[config.mk]
export PLATFORM = sky130hd
export DESIGN_NAME = jt51_wrqueue
export DESIGN_NICKNAME = d
export VERILOG_FILES = /design/src/rtl/jt51_wrqueue.sv
export SDC_FILE = /design/constraint.sdc
export NUM_CORES = 1
export LEC_CHECK = 0
export CORE_ASPECT_RATIO = 0.5
export CORE_UTILIZATION = 48
export CTS_CLUSTER_DIAMETER = 30
export DETAILED_ROUTE_END_ITERATION = 10
export DONT_BUFFER_PORTS = 1
export MAX_ROUTING_LAYER = met4
export PLACE_DENSITY = 0.59
export SETUP_SLACK_MARGIN = 0.2
export SLEW_MARGIN = 20
export SYNTH_ARGS = -nofsm -noshare
export SYNTH_HDL_FRONTEND = slang
export SYNTH_SLANG_ARGS = --single-unit
[constraint.sdc]
create_clock -name clk -period 3.9 [get_ports clk]
set_input_delay 0.39 -clock clk [delete_from_list [all_inputs] [get_ports clk]]
set_output_delay 0.39 -clock clk [all_outputs]
set_load 0.01 [all_outputs]
[src/rtl/jt51_wrqueue.sv]
// jt51_wrqueue: host write FIFO feeding the jt51 bus pins.
// Replays each (addr,data) pair on cen_p1 and waits out the busy flag.
module jt51_wrqueue #(
    parameter int DEPTH   = 16,
    parameter int GUARD   = 2,
    parameter int TIMEOUT = 255
) (
    input  logic                     clk,
    input  logic                     rst_n,
    input  logic                     cen_p1,
    input  logic                     push,
    input  logic [7:0]               push_addr,
    input  logic [7:0]               push_data,
    input  logic                     flush,
    input  logic                     clr_err,
    output logic                     full,
    output logic                     empty,
    output logic [$clog2(DEPTH):0]   level,
    output logic                     overflow,
    output logic                     timeout,
    output logic                     idle,
    output logic                     ym_cs_n,
    output logic                     ym_wr_n,
    output logic                     ym_a0,
    output logic [7:0]               ym_din,
    input  logic [7:0]               ym_dout
);

    localparam int AW = $clog2(DEPTH);
    localparam int LW = AW + 1;
    localparam logic [7:0] GUARD_LAST = 8'(GUARD - 1);
    localparam logic [7:0] TMO_LAST   = 8'(TIMEOUT);

    typedef enum logic [2:0] {
        S_IDLE,
        S_ADDR_WR,
        S_ADDR_GAP,
        S_DATA_WR,
        S_GUARD,
        S_BUSY
    } state_t;

    state_t         state, state_n;
    logic [15:0]    mem [DEPTH];
    logic [AW-1:0]  wr_ptr, rd_ptr, wr_ptr_n, rd_ptr_n;
    logic [LW-1:0]  lvl_n;
    logic [7:0]     cnt, cnt_n;
    logic [7:0]     cur_data;
    logic [15:0]    head;
    logic           push_ok, pop, ovf_set, tmo_set;
    logic           cs_n_d, a0_d;
    logic [7:0]     din_d;
    logic           unused_dout;

    assign unused_dout = ^ym_dout[6:0];
    assign head        = mem[rd_ptr];
    assign push_ok     = push && !full && !flush;
    assign ovf_set     = push && full && !flush;

    // FIFO storage; contents need no reset since level gates every read
    always_ff @(posedge clk) begin
        if (push_ok) mem[wr_ptr] <= {push_addr, push_data};
    end

    // next pointers and fill level
    always_comb begin
        wr_ptr_n = wr_ptr;
        rd_ptr_n = rd_ptr;
        lvl_n    = level;
        if (flush) begin
            wr_ptr_n = '0;
            rd_ptr_n = '0;
            lvl_n    = '0;
        end else begin
            if (push_ok) wr_ptr_n = wr_ptr + AW'(1);
            if (pop)     rd_ptr_n = rd_ptr + AW'(1);
            lvl_n = level + LW'(push_ok) - LW'(pop);
        end
    end

    // state register and sequencer datapath
    always_ff @(posedge clk or negedge rst_n) begin
        if (!rst_n) begin
            state    <= S_IDLE;
            cnt      <= '0;
            cur_data <= '0;
        end else begin
            state <= state_n;
            cnt   <= cnt_n;
            if (pop) cur_data <= head[7:0];
        end
    end

    // next-state logic; every advance past IDLE waits for cen_p1
    always_comb begin
        state_n = state;
        cnt_n   = cnt;
        pop     = 1'b0;
        tmo_set = 1'b0;
        unique case (state)
            S_IDLE: begin
                if (!empty) begin
                    pop     = 1'b1;
                    state_n = S_ADDR_WR;
                end
            end
            S_ADDR_WR: begin
                if (cen_p1) state_n = S_ADDR_GAP;
            end
            S_ADDR_GAP: begin
                if (cen_p1) state_n = S_DATA_WR;
            end
            S_DATA_WR: begin
                if (cen_p1) begin
                    state_n = S_GUARD;
                    cnt_n   = '0;
                end
            end
            S_GUARD: begin
                if (cen_p1) begin
                    if (cnt == GUARD_LAST) begin
                        cnt_n   = '0;
                        state_n = S_BUSY;
                    end else begin
                        cnt_n = cnt + 8'd1;
                    end
                end
            end
            S_BUSY: begin
                if (cen_p1) begin
                    if (!ym_dout[7]) begin
                        state_n = S_IDLE;
                    end else if (cnt + 8'd1 == TMO_LAST) begin
                        cnt_n   = '0;
                        tmo_set = 1'b1;
                        state_n = S_IDLE;
                    end else begin
                        cnt_n = cnt + 8'd1;
                    end
                end
            end
            default: state_n = S_IDLE;
        endcase
    end

    // bus values for the next cycle; a0/din only move while strobes are high
    always_comb begin
        cs_n_d = !(state_n == S_ADDR_WR || state_n == S_DATA_WR);
        a0_d   = ym_a0;
        din_d  = ym_din;
        if (pop) begin
            a0_d  = 1'b0;
            din_d = head[15:8];
        end else if (state == S_ADDR_GAP && cen_p1) begin
            a0_d  = 1'b1;
            din_d = cur_data;
        end
    end

    // registered FIFO state, flags and chip pins
    always_ff @(posedge clk or negedge rst_n) begin
        if (!rst_n) begin
            wr_ptr   <= '0;
            rd_ptr   <= '0;
            level    <= '0;
            full     <= 1'b0;
            empty    <= 1'b1;
            idle     <= 1'b1;
            overflow <= 1'b0;
            timeout  <= 1'b0;
            ym_cs_n  <= 1'b1;
            ym_wr_n  <= 1'b1;
            ym_a0    <= 1'b0;
            ym_din   <= '0;
        end else begin
            wr_ptr   <= wr_ptr_n;
            rd_ptr   <= rd_ptr_n;
            level    <= lvl_n;
            full     <= (lvl_n == LW'(DEPTH));
            empty    <= (lvl_n == '0);
            idle     <= (state_n == S_IDLE) && (lvl_n == '0);
            overflow <= ovf_set | (overflow & ~clr_err);
            timeout  <= tmo_set | (timeout & ~clr_err);
            ym_cs_n  <= cs_n_d;
            ym_wr_n  <= cs_n_d;
            ym_a0    <= a0_d;
            ym_din   <= din_d;
        end
    end

endmodule
==> report_table.html <==
<table>
<tr><th>Metric</th><th>Value</th></tr>
<tr><th colspan="2">Critical path</th></tr>
<tr><td>Worst setup slack for register-to-register paths</td><td>0.81 ns</td></tr>
<tr><td>Kind of critical path</td><td>flip-flop to flip-flop</td></tr>
<tr><td>RR Startpoint</td><td>state[0]$_DFF_PN0_</td></tr>
<tr><td>FF-to-FF End</td><td>idle$_DFF_PN1_</td></tr>
<tr><td>Required @ worst endpoint</td><td>4.32 ns</td></tr>
<tr><td>Critical path fanouts, max</td><td>15</td></tr>
<tr><td>Endpoint type of the worst setup path</td><td>flip-flop</td></tr>
<tr><td>Arrival time worst endpoint</td><td>3.51 ns</td></tr>
<tr><td>CP Launch Type</td><td>flip-flop</td></tr>
<tr><td>Number of cell instances on the worst register-to-register path</td><td>13</td></tr>
<tr><th colspan="2">Timing</th></tr>
<tr><td>Max transition margin</td><td>28.45%</td></tr>
<tr><td>Final period demand of the worst path</td><td>3.088 ns</td></tr>
<tr><td>Max Fclk</td><td>0.3238 GHz</td></tr>
<tr><td>Worst Skew</td><td>0.01191 ns</td></tr>
<tr><td>Final-layout setup total negative slack</td><td>0 ns</td></tr>
<tr><td>Final number of hold-violating endpoints</td><td>0</td></tr>
<tr><td>Slew Limit Fails</td><td>0</td></tr>
<tr><td>Ratio of final minimum period to clock period</td><td>79.19%</td></tr>
<tr><td>Tightest hold margin</td><td>0.05314 ns</td></tr>
<tr><td>Setup repair after global routing missed its margin</td><td>false</td></tr>
<tr><td>Final setup violation count</td><td>0</td></tr>
<tr><td>Worst-Margin Slew</td><td>1.066 ns</td></tr>
<tr><td>Worst-case setup margin in the final layout</td><td>0.8116 ns</td></tr>
<tr><th colspan="2">Pwr</th></tr>
<tr><td>Total leakage power</td><td>4.737 nW</td></tr>
<tr><td>Post-layout total power</td><td>9.219 mW</td></tr>
<tr><td>Total power density per cell area</td><td>647.8 nW/um^2</td></tr>
<tr><td>Net Sw Power</td><td>2.453 mW</td></tr>
<tr><td>Relative contribution of sequential cells to total power</td><td>44.1%</td></tr>
<tr><td>Logic gate share of total power</td><td>17.0%</td></tr>
<tr><td>Internal power consumption</td><td>6.766 mW</td></tr>
<tr><td>Worst VDD drop</td><td>436.1 uV</td></tr>
<tr><td>Relative contribution of the clock network to total power</td><td>38.9%</td></tr>
<tr><td>Sw Share</td><td>26.61%</td></tr>
<tr><th colspan="2">Layout</th></tr>
<tr><td>Number of nets in the layout</td><td>755</td></tr>
<tr><td>Final cell area excluding filler cells</td><td>14,230 sq um</td></tr>
<tr><td>Share of final-layout standard cells stronger than drive strength 1</td><td>24.16%</td></tr>
<tr><td>Post-route non-filler standard cell count</td><td>1,079</td></tr>
<tr><td>Area grow syn2layout</td><td>16.72%</td></tr>
<tr><td>Utilization after layout</td><td>58.15%</td></tr>
<tr><th colspan="2">Synth</th></tr>
<tr><td>#FFs+latches synth</td><td>303</td></tr>
<tr><td>Post-Synthesis Cells</td><td>656</td></tr>
<tr><td>Async SR Flop Fraction</td><td>15.51%</td></tr>
<tr><td>Dominant cells by area after synthesis</td><td>sky130_fd_sc_hd__edfxtp_1 63%, sky130_fd_sc_hd__mux4_2 9.1%, sky130_fd_sc_hd__dfrtp_1 9.0%</td></tr>
<tr><td>Number of distinct standard cells referenced by the synthesized netlist</td><td>58</td></tr>
<tr><td>Area leader, netlist</td><td>sky130_fd_sc_hd__edfxtp_1</td></tr>
<tr><td>Area share of the leading cell type in the synthesized netlist</td><td>63.05%</td></tr>
<tr><td>Share of the yosys chip area belonging to registers</td><td>72.72%</td></tr>
<tr><td>Post-synth net total</td><td>700</td></tr>
<tr><td>Per-instance average area after synthesis</td><td>18.59 sq um</td></tr>
<tr><td>Total number of yosys warnings</td><td>0</td></tr>
<tr><td>Count of flip-flops with a built-in enable after synthesis</td><td>256</td></tr>
<tr><td>Synthesized area</td><td>12,190 sq um</td></tr>
<tr><td>Post-synth top flop</td><td>sky130_fd_sc_hd__edfxtp_1</td></tr>
<tr><th colspan="2">Detailed routing</th></tr>
<tr><td>Detail Route met2 WL</td><td>11,680 um</td></tr>
<tr><td>Count of antenna-violating nets left after detailed routing</td><td>0</td></tr>
<tr><td>Wire length after detailed routing</td><td>26,130 um</td></tr>
<tr><td>Top routing layer in use</td><td>met4</td></tr>
<tr><td>Residual DRC count</td><td>0</td></tr>
<tr><td>Routed length on met1</td><td>12,410 um</td></tr>
<tr><td>Met3 WL post-DR</td><td>1642 um</td></tr>
<tr><td>Via count normalized by instance count</td><td>5.778</td></tr>
<tr><td>Iteration count of the initial detailed-routing pass</td><td>5</td></tr>
<tr><td>Wire length per cell after detailed routing</td><td>24.22 um</td></tr>
<tr><td>DR vias</td><td>6,234</td></tr>
<tr><td>Number of DRC markers in iteration 0</td><td>603</td></tr>
<tr><th colspan="2">Floorplan</th></tr>
<tr><td>Core Box Area</td><td>24,470 sq um</td></tr>
<tr><td>Die height</td><td>114.7 um</td></tr>
<tr><td>Initial Util</td><td>49.82%</td></tr>
<tr><td>Width of the die</td><td>227.4 um</td></tr>
<tr><td>Num ports</td><td>51</td></tr>
<tr><td>Area of the die</td><td>26,080 sq um</td></tr>
<tr><td>Row count</td><td>40</td></tr>
<tr><th colspan="2">Clock network</th></tr>
<tr><td>Clock tree from TritonCTS</td><td>done</td></tr>
<tr><td>Number of hold buffers added after cts</td><td>20</td></tr>
<tr><td>Worst-case clock buffer depth</td><td>3</td></tr>
<tr><td>H-tree levels</td><td>2</td></tr>
<tr><td>Clock Sinks</td><td>303</td></tr>
<tr><td>CTS buffer count</td><td>39</td></tr>
<tr><td>Post-CTS clock slew at the launch and capture registers of the worst setup and hold paths</td><td>0.05 ns</td></tr>
<tr><td>Insertion delay to the later sink of the worst-skew pair</td><td>0.51 ns</td></tr>
<tr><td>Resized Gates After CTS</td><td>0</td></tr>
<tr><td>Clock root cell</td><td>sky130_fd_sc_hd__clkbuf_16</td></tr>
<tr><td>Total setup buffers inserted after CTS</td><td>0</td></tr>
<tr><th colspan="2">Global routing</th></tr>
<tr><td>Vias in the first global route</td><td>6,319</td></tr>
<tr><td>GRT Resource Usage Total</td><td>21.81%</td></tr>
<tr><td>Number of antenna violations at the first check in global routing</td><td>2</td></tr>
<tr><td>Grt total ovfl</td><td>0</td></tr>
<tr><td>First-pass GRT wire length</td><td>39,450 um</td></tr>
<tr><td>Maximum number of pins on one net before global-route repair</td><td>48</td></tr>
<tr><th colspan="2">Placed design</th></tr>
<tr><td>DP Cell Count</td><td>986</td></tr>
<tr><td>Placer's final routability congestion estimate</td><td>0.7875</td></tr>
<tr><td>Post-detailed-placement cell area</td><td>12,700 sq um</td></tr>
<tr><td>Total half-perimeter wirelength after legalization and detailed placement</td><td>15,510 um</td></tr>
<tr><td>I/O Buffers</td><td>0</td></tr>
<tr><td>Pre-CTS setup slack</td><td>0.8649 ns</td></tr>
<tr><th colspan="2">Hold path</th></tr>
<tr><td>Hold Path Sink</td><td>timeout$_DFF_PN0_</td></tr>
<tr><td>HP Start</td><td>ym_dout[7]</td></tr>
<tr><td>Cell depth of the worst min-delay path</td><td>2</td></tr>
<tr><td>Worst min path class</td><td>primary input to flip-flop</td></tr>
<tr><th colspan="2">Flow run</th></tr>
<tr><td>Max cap viols</td><td>0</td></tr>
<tr><th colspan="2">Outcome</th></tr>
<tr><td>Run status</td><td>complete, no violations</td></tr>
</table>
-- cell usage after synthesis (all sizes together), types with 5 or more instances --
| library cell | n |
|---|---|
| o22ai | 7 |
| xnor2 | 6 |
| nor2b | 6 |
| dfrtp | 44 |
| a21oi | 15 |
| mux4 | 60 |
| nor3 | 12 |
| ha | 13 |
| inv | 18 |
| edfxtp | 256 |
| nor2 | 38 |
| a2111oi | 5 |
| a21o | 7 |
| nand2 | 24 |
| nand2b | 5 |
| clkbuf | 11 |
| xor2 | 7 |
| mux2i | 24 |
| buf | 21 |
| mux2 | 12 |
| o21ai | 16 |
-- layout by cell type, fill, tap and decap left out, types with 13 or more instances in the layout --
| cell | n |
|---|---|
| sky130_fd_sc_hd__inv_1 | 15 |
| sky130_fd_sc_hd__nand2_1 | 24 |
| sky130_fd_sc_hd__nor2_1 | 26 |
| sky130_fd_sc_hd__a21oi_1 | 15 |
| sky130_fd_sc_hd__clkbuf_16 | 41 |
| sky130_fd_sc_hd__buf_4 | 25 |
| sky130_fd_sc_hd__dfrtp_1 | 41 |
| sky130_fd_sc_hd__mux4_2 | 49 |
| sky130_fd_sc_hd__edfxtp_1 | 256 |
| sky130_fd_sc_hd__o21ai_1 | 14 |
| sky130_fd_sc_hd__mux2i_1 | 24 |
| sky130_fd_sc_hd__ha_1 | 13 |
| sky130_fd_sc_hd__dlygate4sd3_1 | 19 |
-- worst max-delay path by stage --
stage | from | end | slack, ns | cells after the start
after floorplan | flush | idle$_DFF_PN1_ | 1.12 | 12
after global placement | empty$_DFF_PN1_ | idle$_DFF_PN1_ | 0.92 | 13
after detailed placement | state[0]$_DFF_PN0_ | idle$_DFF_PN1_ | 0.86 | 13
after CTS | state[0]$_DFF_PN0_ | idle$_DFF_PN1_ | 0.83 | 13
after global routing | full$_DFF_PN0_ | idle$_DFF_PN1_ | 0.55 | 11
final | state[0]$_DFF_PN0_ | idle$_DFF_PN1_ | 0.81 | 13
-- power by group through the flow --
stage,clock network [mW],logic (mW),registers [mW]
global placement,0,1.50,4.13
detailed placement,0,1.52,4.14
CTS,3.65,1.60,4.07
finish,3.59,1.57,4.06
global route,3.79,1.74,4.10
floorplan,0,1.36,3.92
-- state kept, by name, indices dropped and copies added (netlist names) --
register,flops
ym_a0,1
state,3
cnt,8
cur_data,8
empty,1
full,1
wr_ptr,4
rd_ptr,4
idle,1
mem,256
ym_din,8
ym_wr_n,1
level,5
overflow,1
timeout,1
-- routing by layer --
layer	track usage (%)	vias up
li1	-	2748
met3	5.132	41
met2	32.11	164
met4	4.385	0
met1	31.26	3281
met5	-	-
-- worst max-delay path, cell delays in order, from the launching register on --
cell,delay [ns]
sky130_fd_sc_hd__dfrtp_1,0.56
sky130_fd_sc_hd__nor2_1,0.13
sky130_fd_sc_hd__nand2_1,0.09
sky130_fd_sc_hd__buf_4,0.24
sky130_fd_sc_hd__inv_2,0.13
sky130_fd_sc_hd__ha_1,0.29
sky130_fd_sc_hd__inv_1,0.04
sky130_fd_sc_hd__ha_1,0.20
sky130_fd_sc_hd__fa_1,0.43
sky130_fd_sc_hd__a21o_1,0.18
sky130_fd_sc_hd__a21oi_1,0.17
sky130_fd_sc_hd__xnor2_1,0.16
sky130_fd_sc_hd__nor2_1,0.10
sky130_fd_sc_hd__nor4_2,0.26
-- cell type report --
type,count,area (sq um)
clock buffer,51,1084
timing repair buffer,46,425.4
antenna,2,5.005
tap,336,420.4
fill,1811,10240
inverter,18,67.56
sequential,303,8874
clock inverter,20,222.7
multi-input combinational,303,3133
-- kinds of logic (layout without fill, tap and decap cells) --
logic type,count (synthesis),in the layout,share of synthesized area (%)
DFF,303,303,72.72
and+or+nand+nor,107,107,4.279
muxes,96,96,14.50
AOI/OAI and AO/OA,73,73,4.074
buffers and inverters,50,135,1.991
adders and majority gates,14,14,1.498
xor gates and xnor gates,13,13,0.9338
other,0,2,0
Note: power is estimated with default switching activity, not from simulation.
